--- src/rtl/ps2_pkg.sv ---
// Shared PS/2 definitions: host-transmit state encoding, frame constants and
// the command bytes the host side issues.
package ps2_pkg;

  typedef enum logic [2:0] {
    ST_IDLE,
    ST_INHIBIT,
    ST_REQ,
    ST_SEND,
    ST_ACK_WAIT,
    ST_ACK_REL,
    ST_ABORT,
    ST_FIN
  } ps2_state_t;

  localparam int unsigned PS2_NBITS    = 10;
  localparam int unsigned PS2_ACK_FALL = 11;

  localparam logic [7:0] PS2_CMD_SETLED = 8'hED;
  localparam logic [7:0] PS2_CMD_RESET  = 8'hFF;
  localparam logic [7:0] PS2_CMD_ENABLE = 8'hF4;
  localparam logic [7:0] PS2_RSP_ACK    = 8'hFA;

  // Bits shifted out after the start bit: data LSB first, odd parity, stop.
  function automatic logic [PS2_NBITS-1:0] ps2_frame(input logic [7:0] data);
    return {1'b1, ~^data, data};
  endfunction

endpackage

--- src/rtl/ps2_line_filter.sv ---
// Two-flop synchroniser plus low-level debounce for a PS/2 pad; emits a one-cycle
// strobe when a high line has read low for FILTER_CYCLES consecutive clocks.
module ps2_line_filter #(
  parameter int unsigned FILTER_CYCLES = 8
) (
  input  logic ck,
  input  logic reset,
  input  logic line_in,
  output logic line_sync,
  output logic fall
);

  localparam int unsigned LW = $clog2(FILTER_CYCLES + 1);

  logic          meta;
  logic          armed;
  logic [LW-1:0] low_cnt;

  // Re-arm only after a high sample so one long low yields a single strobe.
  always_ff @(posedge ck or posedge reset) begin
    if (reset) begin
      meta      <= 1'b1;
      line_sync <= 1'b1;
      armed     <= 1'b0;
      low_cnt   <= '0;
      fall      <= 1'b0;
    end else begin
      meta      <= line_in;
      line_sync <= meta;
      fall      <= 1'b0;
      if (line_sync) begin
        low_cnt <= '0;
        armed   <= 1'b1;
      end else if (armed) begin
        if (low_cnt == LW'(FILTER_CYCLES - 1)) begin
          fall    <= 1'b1;
          armed   <= 1'b0;
          low_cnt <= '0;
        end else begin
          low_cnt <= low_cnt + LW'(1);
        end
      end
    end
  end

endmodule

--- src/rtl/ps2_host_tx.sv ---
// Host-to-device PS/2 transmitter: inhibit, request-to-send, ten device-clocked
// bits and ACK sampling, guarded by a watchdog between accepted clock falls.
module ps2_host_tx
  import ps2_pkg::*;
#(
  parameter int unsigned INHIBIT_CYCLES = 12000,
  parameter int unsigned REQ_CYCLES     = 100,
  parameter int unsigned FILTER_CYCLES  = 8,
  parameter int unsigned TIMEOUT_CYCLES = 1500000
) (
  input  logic       ck,
  input  logic       reset,
  input  logic       start,
  input  logic [7:0] tx_data,
  output logic       busy,
  output logic       done,
  output logic       ack_ok,
  output logic       err_timeout,
  input  logic       ps2_clk_in,
  input  logic       ps2_data_in,
  output logic       ps2_clk_oe,
  output logic       ps2_data_oe
);

  localparam int unsigned MAX_A = (INHIBIT_CYCLES > REQ_CYCLES) ? INHIBIT_CYCLES : REQ_CYCLES;
  localparam int unsigned MAX_P = (MAX_A > TIMEOUT_CYCLES) ? MAX_A : TIMEOUT_CYCLES;
  localparam int unsigned CNT_W = $clog2(MAX_P + 1);

  ps2_state_t           state;
  logic [CNT_W-1:0]     cnt;
  logic [PS2_NBITS-1:0] shreg;
  logic [3:0]           bitcnt;
  logic [3:0]           bitcnt_inc;
  logic                 ack_ok_reg;
  logic                 clk_sync;
  logic                 clk_fall;
  logic                 data_meta;
  logic                 data_sync;
  logic                 wd_expired;

  ps2_line_filter #(
    .FILTER_CYCLES(FILTER_CYCLES)
  ) u_clk_filter (
    .ck       (ck),
    .reset    (reset),
    .line_in  (ps2_clk_in),
    .line_sync(clk_sync),
    .fall     (clk_fall)
  );

  always_ff @(posedge ck or posedge reset) begin
    if (reset) begin
      data_meta <= 1'b1;
      data_sync <= 1'b1;
    end else begin
      data_meta <= ps2_data_in;
      data_sync <= data_meta;
    end
  end

  assign wd_expired = !clk_fall && (cnt == CNT_W'(TIMEOUT_CYCLES - 1));
  assign bitcnt_inc = (bitcnt == 4'(PS2_ACK_FALL)) ? bitcnt : bitcnt + 4'd1;

  // One counter serves as phase timer in INHIBIT/REQ and as watchdog afterwards.
  always_ff @(posedge ck or posedge reset) begin
    if (reset) begin
      state       <= ST_IDLE;
      cnt         <= '0;
      shreg       <= '0;
      bitcnt      <= '0;
      ack_ok_reg  <= 1'b0;
      busy        <= 1'b0;
      done        <= 1'b0;
      ack_ok      <= 1'b0;
      err_timeout <= 1'b0;
      ps2_clk_oe  <= 1'b0;
      ps2_data_oe <= 1'b0;
    end else begin
      done <= 1'b0;
      case (state)
        ST_IDLE: begin
          if (start) begin
            state       <= ST_INHIBIT;
            busy        <= 1'b1;
            ack_ok      <= 1'b0;
            err_timeout <= 1'b0;
            shreg       <= ps2_frame(tx_data);
            bitcnt      <= '0;
            cnt         <= '0;
            ps2_clk_oe  <= 1'b1;
            ps2_data_oe <= 1'b0;
          end
        end
        ST_INHIBIT: begin
          if (cnt == CNT_W'(INHIBIT_CYCLES - 1)) begin
            state       <= ST_REQ;
            ps2_data_oe <= 1'b1;
            cnt         <= '0;
          end else begin
            cnt <= cnt + CNT_W'(1);
          end
        end
        ST_REQ: begin
          if (cnt == CNT_W'(REQ_CYCLES - 1)) begin
            state      <= ST_SEND;
            ps2_clk_oe <= 1'b0;
            cnt        <= '0;
          end else begin
            cnt <= cnt + CNT_W'(1);
          end
        end
        ST_SEND, ST_ACK_WAIT, ST_ACK_REL: begin
          if (wd_expired) begin
            state       <= ST_ABORT;
            ps2_clk_oe  <= 1'b0;
            ps2_data_oe <= 1'b0;
          end else begin
            cnt <= clk_fall ? '0 : cnt + CNT_W'(1);
            if (state == ST_SEND) begin
              if (clk_fall) begin
                ps2_data_oe <= ~shreg[0];
                shreg       <= {1'b0, shreg[PS2_NBITS-1:1]};
                bitcnt      <= bitcnt_inc;
                if (bitcnt == 4'(PS2_NBITS - 1)) state <= ST_ACK_WAIT;
              end
            end else if (state == ST_ACK_WAIT) begin
              ps2_data_oe <= 1'b0;
              if (clk_fall) begin
                ack_ok_reg <= ~data_sync;
                bitcnt     <= bitcnt_inc;
                state      <= ST_ACK_REL;
              end
            end else if (clk_sync && data_sync) begin
              state       <= ST_FIN;
              done        <= 1'b1;
              ack_ok      <= ack_ok_reg;
              err_timeout <= 1'b0;
            end
          end
        end
        ST_ABORT: begin
          state       <= ST_FIN;
          done        <= 1'b1;
          ack_ok      <= 1'b0;
          err_timeout <= 1'b1;
        end
        ST_FIN: begin
          busy  <= 1'b0;
          state <= ST_IDLE;
        end
        default: state <= ST_IDLE;
      endcase
    end
  end

endmodule
--- config.mk ---
export PLATFORM = sky130hd
export DESIGN_NAME = ps2_host_tx
export DESIGN_NICKNAME = d
export VERILOG_FILES = /design/src/rtl/ps2_pkg.sv /design/src/rtl/ps2_line_filter.sv /design/src/rtl/ps2_host_tx.sv
export SDC_FILE = /design/constraint.sdc
export NUM_CORES = 1
export LEC_CHECK = 0
export BUFFER_PORTS_ARGS = -buffer_cell sky130_fd_sc_hd__buf_2
export CAP_MARGIN = 20
export CORE_MARGIN = 4
export CORE_UTILIZATION = 57
export CTS_CLUSTER_DIAMETER = 30
export CTS_CLUSTER_SIZE = 40
export DETAILED_ROUTE_END_ITERATION = 10
export PLACE_DENSITY = 0.84
export SKIP_LAST_GASP = 1
export SYNTH_ARGS = -nofsm -noshare
export SYNTH_HDL_FRONTEND = slang
export SYNTH_SLANG_ARGS = --single-unit
export TNS_END_PERCENT = 50
--- constraint.sdc ---
create_clock -name ck -period 3 [get_ports ck]
set_clock_uncertainty 0.05 [all_clocks]
set_input_delay 0.6 -clock ck [delete_from_list [all_inputs] [get_ports ck]]
set_output_delay 0.6 -clock ck [all_outputs]
set_load 0.02 [all_outputs]
======== After elaboration in Yosys (flattened, before gate mapping) ========
Index checks and enable logic that the tools add are counted.
storage, ports and cells
  latch bits .............................. 0
  bits in registers ....................... 55
  memories kept ........................... 0
  memory bits (writable) .................. 0
  memory bits (read-only) ................. 0
  output and inout port bits .............. 6
  input port bits ......................... 13
  logic and storage cells ................. 141
operators by class
  div/mod/pow operators ................... 0
  order comparisons ....................... 0
  bitwise gates (word level) .............. 4
  reductions and logical operators ........ 22
  add/sub/neg operators ................... 3
  multiplexer cells ....................... 65
  shift operators ......................... 0
  multipliers ............................. 0
  equal/unequal tests ..................... 29
operators with widths
  operator                                                count
  2-to-1 mux 21 bit                                       5
  one-hot mux 21 bit (4 select lines)                     1
  2-to-1 mux 10 bit                                       4
  2-to-1 mux 4 bit                                        9
  2-to-1 mux 3 bit                                        10
  2-to-1 mux 1 bit                                        27
  adder 21 x 1 -> 21 bit (second input constant)          1
  == test 21 x 14 -> 1 bit (second input constant)        1
  == test 21 bit (second input constant)                  1
  == test 21 x 7 -> 1 bit (second input constant)         1
  one-hot mux 10 bit (2 select lines)                     1
  inequality test 2 bit (second input constant)           9
  one-hot mux 3 bit (6 select lines)                      1
  AND reduction 5 bit                                     3
  == test 3 bit (second input constant)                   4
  one-hot mux 1 bit (3 select lines)                      4
  nonzero test 3 bit                                      3
  adder 4 x 1 -> 4 bit (second input constant)            2
  == test 4 bit (second input constant)                   2
  inequality test 4 x 3 -> 1 bit (second input constant)  2
  inequality test 4 bit (second input constant)           2
  one-hot mux 4 bit (2 select lines)                      1
  AND reduction 4 bit                                     2
  XNOR reduction 8 bit                                    1
  18 further kinds                                        26

======== Logic depth before layout (Yosys ltp) ========
  word-level depth ........................ 7
  gate-level depth with buffers ........... 8
  gate-level depth less buffers ........... 8

======== Cells and area by module ========
A second synthesis with hierarchy kept.
second synthesis, totals
  cells, all modules ...................... 362
  area total of the unflattened synthesis .. 3265.6 um2
by module, submodules not included
  module           seq. area each (um2)  area an instance (um2)  times used  cells an instance
  ps2_host_tx      1178.6                2896.5                  1           335
  ps2_line_filter  202.7                 369.1                   1           27

======== Worst setup path before layout ========
No wires, ideal clock.
  path kind ............................... reg-to-reg
  start ................................... register cnt[0]
  end ..................................... register ps2_data_oe
  clock period less this slack ............ 1983 ps
  arrival ................................. 1807 ps
  buffers on the path ..................... 0
  library setup time ...................... 125 ps
  required time ........................... 2825 ps
  stages on the path, launching flop included .. 8
  slack ................................... 1017 ps
  cell sequence ........................... dfrtp_1 ha_1 and4_4 nand3_4 o311ai_4 nand2_1 a211o_1 mux2_4
between the ends
  word-level cells in the longest chain between the ends .. 4
  elaborated cells between the ends (all ways) .. 9
  those cells by class .................... eq/ne (5); mux (2); reduce/logical (2)
RTL lines
  element                                                                                     RTL line            RTL
  from (decl)                                                                                 ps2_host_tx.sv:30   logic [CNT_W-1:0] cnt;
  from (signal assigned)                                                                      ps2_host_tx.sv:100  cnt <= cnt + CNT_W'(1);
  from (signal assigned)                                                                      ps2_host_tx.sv:109  cnt <= cnt + CNT_W'(1);
  from (signal assigned)                                                                      ps2_host_tx.sv:118  cnt <= clk_fall ? '0 : cnt + CNT_W'(1);
  == test 21 bit                                                                              ps2_host_tx.sv:61   assign wd_expired = !clk_fall && (cnt == CNT_W'(TIMEOUT_CYCLES - 1));
  logical AND 1 bit                                                                           ps2_host_tx.sv:61
  inequality test 4 x 3 -> 1 bit (no source line) (tied with other cells)                     -
  AND reduction 5 bit (no source line) or one-hot mux 1 bit (3 select lines) (tied branches)  -
  to (signal assigned)                                                                        ps2_host_tx.sv:121  ps2_data_oe <= ~shreg[0];
  to (decl)                                                                                   ps2_host_tx.sv:22   output logic ps2_data_oe
Parallel ways exist; a longest one is shown, timed or not.
A chain may end at the register's enable or synchronous reset.

======== Worst setup path after layout ========
  start ................................... register state[2]
  end ..................................... register cnt[15]
between the ends
  word-level cells in the longest chain between the ends .. 4
  elaborated cells between the ends (all ways) .. 12
  those cells by class .................... eq/ne (7); mux (1); reduce/logical (4)
RTL lines
  element                                                                       RTL line           RTL
  from (decl)                                                                   ps2_host_tx.sv:29  ps2_state_t state;
  from (signal assigned)                                                        ps2_host_tx.sv:67  state <= ST_IDLE;
  from (signal assigned)                                                        ps2_host_tx.sv:83  state <= ST_INHIBIT;
  from (signal assigned)                                                        ps2_host_tx.sv:96  state <= ST_REQ;
  == test 3 x 2 -> 1 bit or == test 3 bit (tied branches)                       ps2_host_tx.sv:80  case (state)
  OR reduction 3 bit                                                            ps2_host_tx.sv:80
  nonzero test 4 bit (no source line) or inequality test 2 bit (tied branches)  -
  AND reduction 3 bit (no source line)                                          -
Parallel ways exist; a longest one is shown, timed or not.

==> results.sh <==
export IMPL_netlist_instances=331
export IMPL_wl_um=6134
export IMPL_wire_length_of_the_first_global_routing_pass_um=10650
export IMPL_ff_latch_area_um2=1381
export IMPL_timing_slew_headroom_pct=53.37
export IMPL_grt_total_usage_pct=20.77
export IMPL_tritoncts="yes"
export IMPL_grt_met2_usage_pct=34.77
export IMPL_placement_cell_area_um2=3214
export IMPL_post_synthesis_net_count=348
export IMPL_totalPowerFinal_mw=2.642
export IMPL_fin_area_um2=3313
export IMPL_ant_nets=0
export IMPL_largest_registers="cnt: 21 flops, shreg: 10 flops"
export IMPL_nets=365
export IMPL_insertion_delay_to_the_later_sink_of_the_worst_skew_pair_ns=0.31
export IMPL_fp_dieW_um=81.26
export IMPL_grtUsageMet1_pct=27.26
export IMPL_crit_path_start_kind="flip-flop"
export IMPL_clk_root_buffer_cell="sky130_fd_sc_hd__clkbuf_8"
export IMPL_period_needed_ns=2.321
export IMPL_min_delay_path_class="reg2reg"
export IMPL_grt_max_degree=56
export IMPL_die_area_um2=6603
export IMPL_cts_reportedPaths_clkPinSlew_ns=0.10
export IMPL_postCtsSetupRepairBufs=0
export IMPL_cts_sink_count=55
export IMPL_async_reset_ff_share_pct=100.0
export IMPL_timing_critical_path_fanout_max=17
export IMPL_critical_path_cell_chain="buf_4 -> o21a_1 -> o31ai_4 -> or3_1 -> a21oi_1 -> a21o_1"
export IMPL_timing_reg2reg_worst_path_depth=6
export IMPL_detailroute_via_count=2394
export IMPL_utilization_pct=64.46
export IMPL_place_worst_setup_slack_ns=0.6974
export IMPL_finalMaxSlewViolations=0
export IMPL_slew_of_the_pin_with_the_lowest_slew_margin_ns=0.6973
export IMPL_syn_avg_cell_area_um2=9.242
export IMPL_timing_final_setup_violations=0
export IMPL_layout_drive_gt1_share_pct=15.19
export IMPL_required_time_of_the_worst_setup_path_ns=3.16
export IMPL_irDropWorstVdd_mv=0.3689
export IMPL_layout_overhead_on_the_synthesized_area_pct=8.303
export IMPL_fp_coreArea_um2=5140
export IMPL_finalNonFillerCells=419
export IMPL_number_of_antenna_violations_at_the_first_check_in_global_routing=0
export IMPL_synth_cell_types=55
export IMPL_drc=0
export IMPL_timing_critical_path_arrival_ns=2.48
export IMPL_crit_type="reg2reg"
export IMPL_synth_edf_count=0
export IMPL_portBuffers=18
export IMPL_post_cts_resized_instances=0
export IMPL_whs_ns=0.3067
export IMPL_grt_setup_unrepaired="false"
export IMPL_nFillCells=435
export IMPL_power_per_cell_area_nw_per_um2=797.4
export IMPL_primary_ff_master_synth="sky130_fd_sc_hd__dfrtp_1"
export IMPL_cpMaxStageDelayCell="sky130_fd_sc_hd__o31ai_4"
export IMPL_first_pass_iters=4
export IMPL_cts_hold_repair_buffers=0
export IMPL_largest_register="cnt"
export IMPL_grt_overflow=0
export IMPL_worst_hold_path_num_cells=0
export IMPL_die_height_um=81.26
export IMPL_synth_seq_area_share_pct=45.15
export IMPL_finalCritPeriodShare_pct=77.37
export IMPL_run_status="finished clean"
export IMPL_yosysWarnings=0
export IMPL_number_of_cell_rows=26
export IMPL_maxClockFrequency_ghz=0.4308
export IMPL_ctsHtreeMaxLevel=2
export IMPL_setup_tns_ns=0
export IMPL_start_util_pct=59.52
export IMPL_number_of_drc_markers_in_iteration_0=263
export IMPL_synth_seq_cells=55
export IMPL_grt_met3_use_pct=3.326
export IMPL_gpl_final_weighted_congestion=0.8872
export IMPL_clk_path_buf_depth=2
export IMPL_num_antenna_cells=0
export IMPL_route_detailed_vias_per_inst=5.714
export IMPL_worst_setup_path_end_kind="flip-flop"
export IMPL_largest_register_ffs=21
export IMPL_wl_per_cell_um=14.64
export IMPL_final_critical_path_setup_slack_ns=0.6790
export IMPL_max_stage_delay_ns=0.68
export IMPL_num_io_pins=19
export IMPL_drv_cap=0
export IMPL_placedCellCount=411
export IMPL_grt_busiest_layer="met2"
export IMPL_static_leakage_power_nw=1.410
export IMPL_post_synth_instance_area_um2=3059
export IMPL_numCtsBuffers=5
export IMPL_area_of_the_multi_input_gates_um2=1577
export IMPL_first_global_vias=2300
export IMPL_finalHoldViolations=0
export IMPL_detailed_placement_hpwl_um=4372
[power breakdown]
| part | switching [mW] | internal [mW] |
|---|---|---|
| combinational | 0.753 | 0.452 |
| clock | 0.241 | 0.189 |
| sequential | 0.110 | 0.897 |
[cells in the final DEF (no fill, tap or decap), types with 2 or more instances in the layout]
cell	netlist	routed
sky130_fd_sc_hd__nand4_1	9	9
sky130_fd_sc_hd__nor3b_1	3	3
sky130_fd_sc_hd__nand3_1	11	11
sky130_fd_sc_hd__a22o_1	5	5
sky130_fd_sc_hd__a21oi_1	14	14
sky130_fd_sc_hd__o211ai_1	2	2
sky130_fd_sc_hd__and4_1	2	2
sky130_fd_sc_hd__nor3_1	9	9
sky130_fd_sc_hd__nor2_1	47	47
sky130_fd_sc_hd__dfstp_2	4	4
sky130_fd_sc_hd__a21o_1	4	4
sky130_fd_sc_hd__xor2_1	9	9
sky130_fd_sc_hd__or3_1	5	5
sky130_fd_sc_hd__nor4_1	4	4
sky130_fd_sc_hd__nand2b_1	3	3
sky130_fd_sc_hd__xnor2_1	14	14
sky130_fd_sc_hd__mux2i_1	2	2
sky130_fd_sc_hd__a31oi_1	10	10
sky130_fd_sc_hd__and3_1	4	4
sky130_fd_sc_hd__nor4b_1	3	3
sky130_fd_sc_hd__nand2_1	41	41
sky130_fd_sc_hd__nor2b_1	3	3
sky130_fd_sc_hd__o21ai_0	15	15
sky130_fd_sc_hd__buf_4	1	8
sky130_fd_sc_hd__inv_1	5	4
sky130_fd_sc_hd__clkbuf_8	0	6
sky130_fd_sc_hd__ha_1	4	4
sky130_fd_sc_hd__buf_2	9	18
sky130_fd_sc_hd__dfrtp_1	51	51
sky130_fd_sc_hd__o21ai_1	3	3
sky130_fd_sc_hd__o21a_1	4	4
sky130_fd_sc_hd__nand3b_1	3	3
sky130_fd_sc_hd__mux2_2	2	2
[cell usage after synthesis, drive strengths merged, types with 5 or more instances]
cell type	instances	share of area, %
dfrtp	51	42
a31oi	10	2.0
o21ai	18	2.9
nor3	9	1.5
nand3	12	2.4
xnor2	14	4.0
buf	13	2.3
nand4	10	2.2
nor2	49	6.3
inv	5	0.61
a21oi	14	2.3
or3	5	1.0
nor4b	5	2.1
a22o	5	1.4
xor2	9	2.6
nand2	41	5.0
[routing by layer]
layer / share of wire (%) / vias to the layer above
li1: - / 1201
met1: 46 / 1147
met2: 49 / 38
met3: 2.9 / 8
met4: 1.5 / 0
met5: 0 / -
[area by class of cell]
| cell class | count | area share (%) |
|---|---|---|
| Multi-Input combinational cell | 255 | 47.58 |
| Timing Repair Buffer | 26 | 4.532 |
| Sequential cell | 55 | 41.69 |
| Clock buffer | 6 | 2.492 |
| Tap cell | 70 | 2.644 |
| Clock inverter | 2 | 0.4909 |
| Inverter | 5 | 0.5665 |
[worst max-delay path: cells and delay by family (launching register included)]
family | cells | cell delay, ns
flops | 1 | 0.44
compound gates | 4 | 1.30
buf+inv | 1 | 0.22
simple gates | 1 | 0.21
[worst paths after layout]
| path | startpoint | end | slack, ns |
|---|---|---|---|
| setup / recovery | state[2]$_DFFE_PP0P_ | cnt[15]$_DFFE_PP0P_ | 0.68 |
| hold / removal | data_meta$_DFF_PP1_ | data_sync$_DFF_PP1_ | 0.31 |
| setup reg to reg | state[2]$_DFFE_PP0P_ | cnt[15]$_DFFE_PP0P_ | 0.68 |
| hold reg to reg | data_meta$_DFF_PP1_ | data_sync$_DFF_PP1_ | 0.31 |
| max in group asynchronous | reset | state[2]$_DFFE_PP0P_ | 2.02 |
| min in group asynchronous | reset | cnt[12]$_DFFE_PP0P_ | 0.42 |
[cells by family (layout without fill, tap and decap cells)]
logic type / count (synthesis) / in the layout / synth area share [%]
flops: 55 / 55 / 45.15
fa+ha+maj: 4 / 4 / 1.636
mux: 5 / 5 / 1.881
xor+xnor: 23 / 23 / 6.585
simple gates: 158 / 158 / 26.91
compound gates: 65 / 65 / 14.52
buf+inv: 21 / 39 / 3.313
Power figures use the tool's default switching activity.
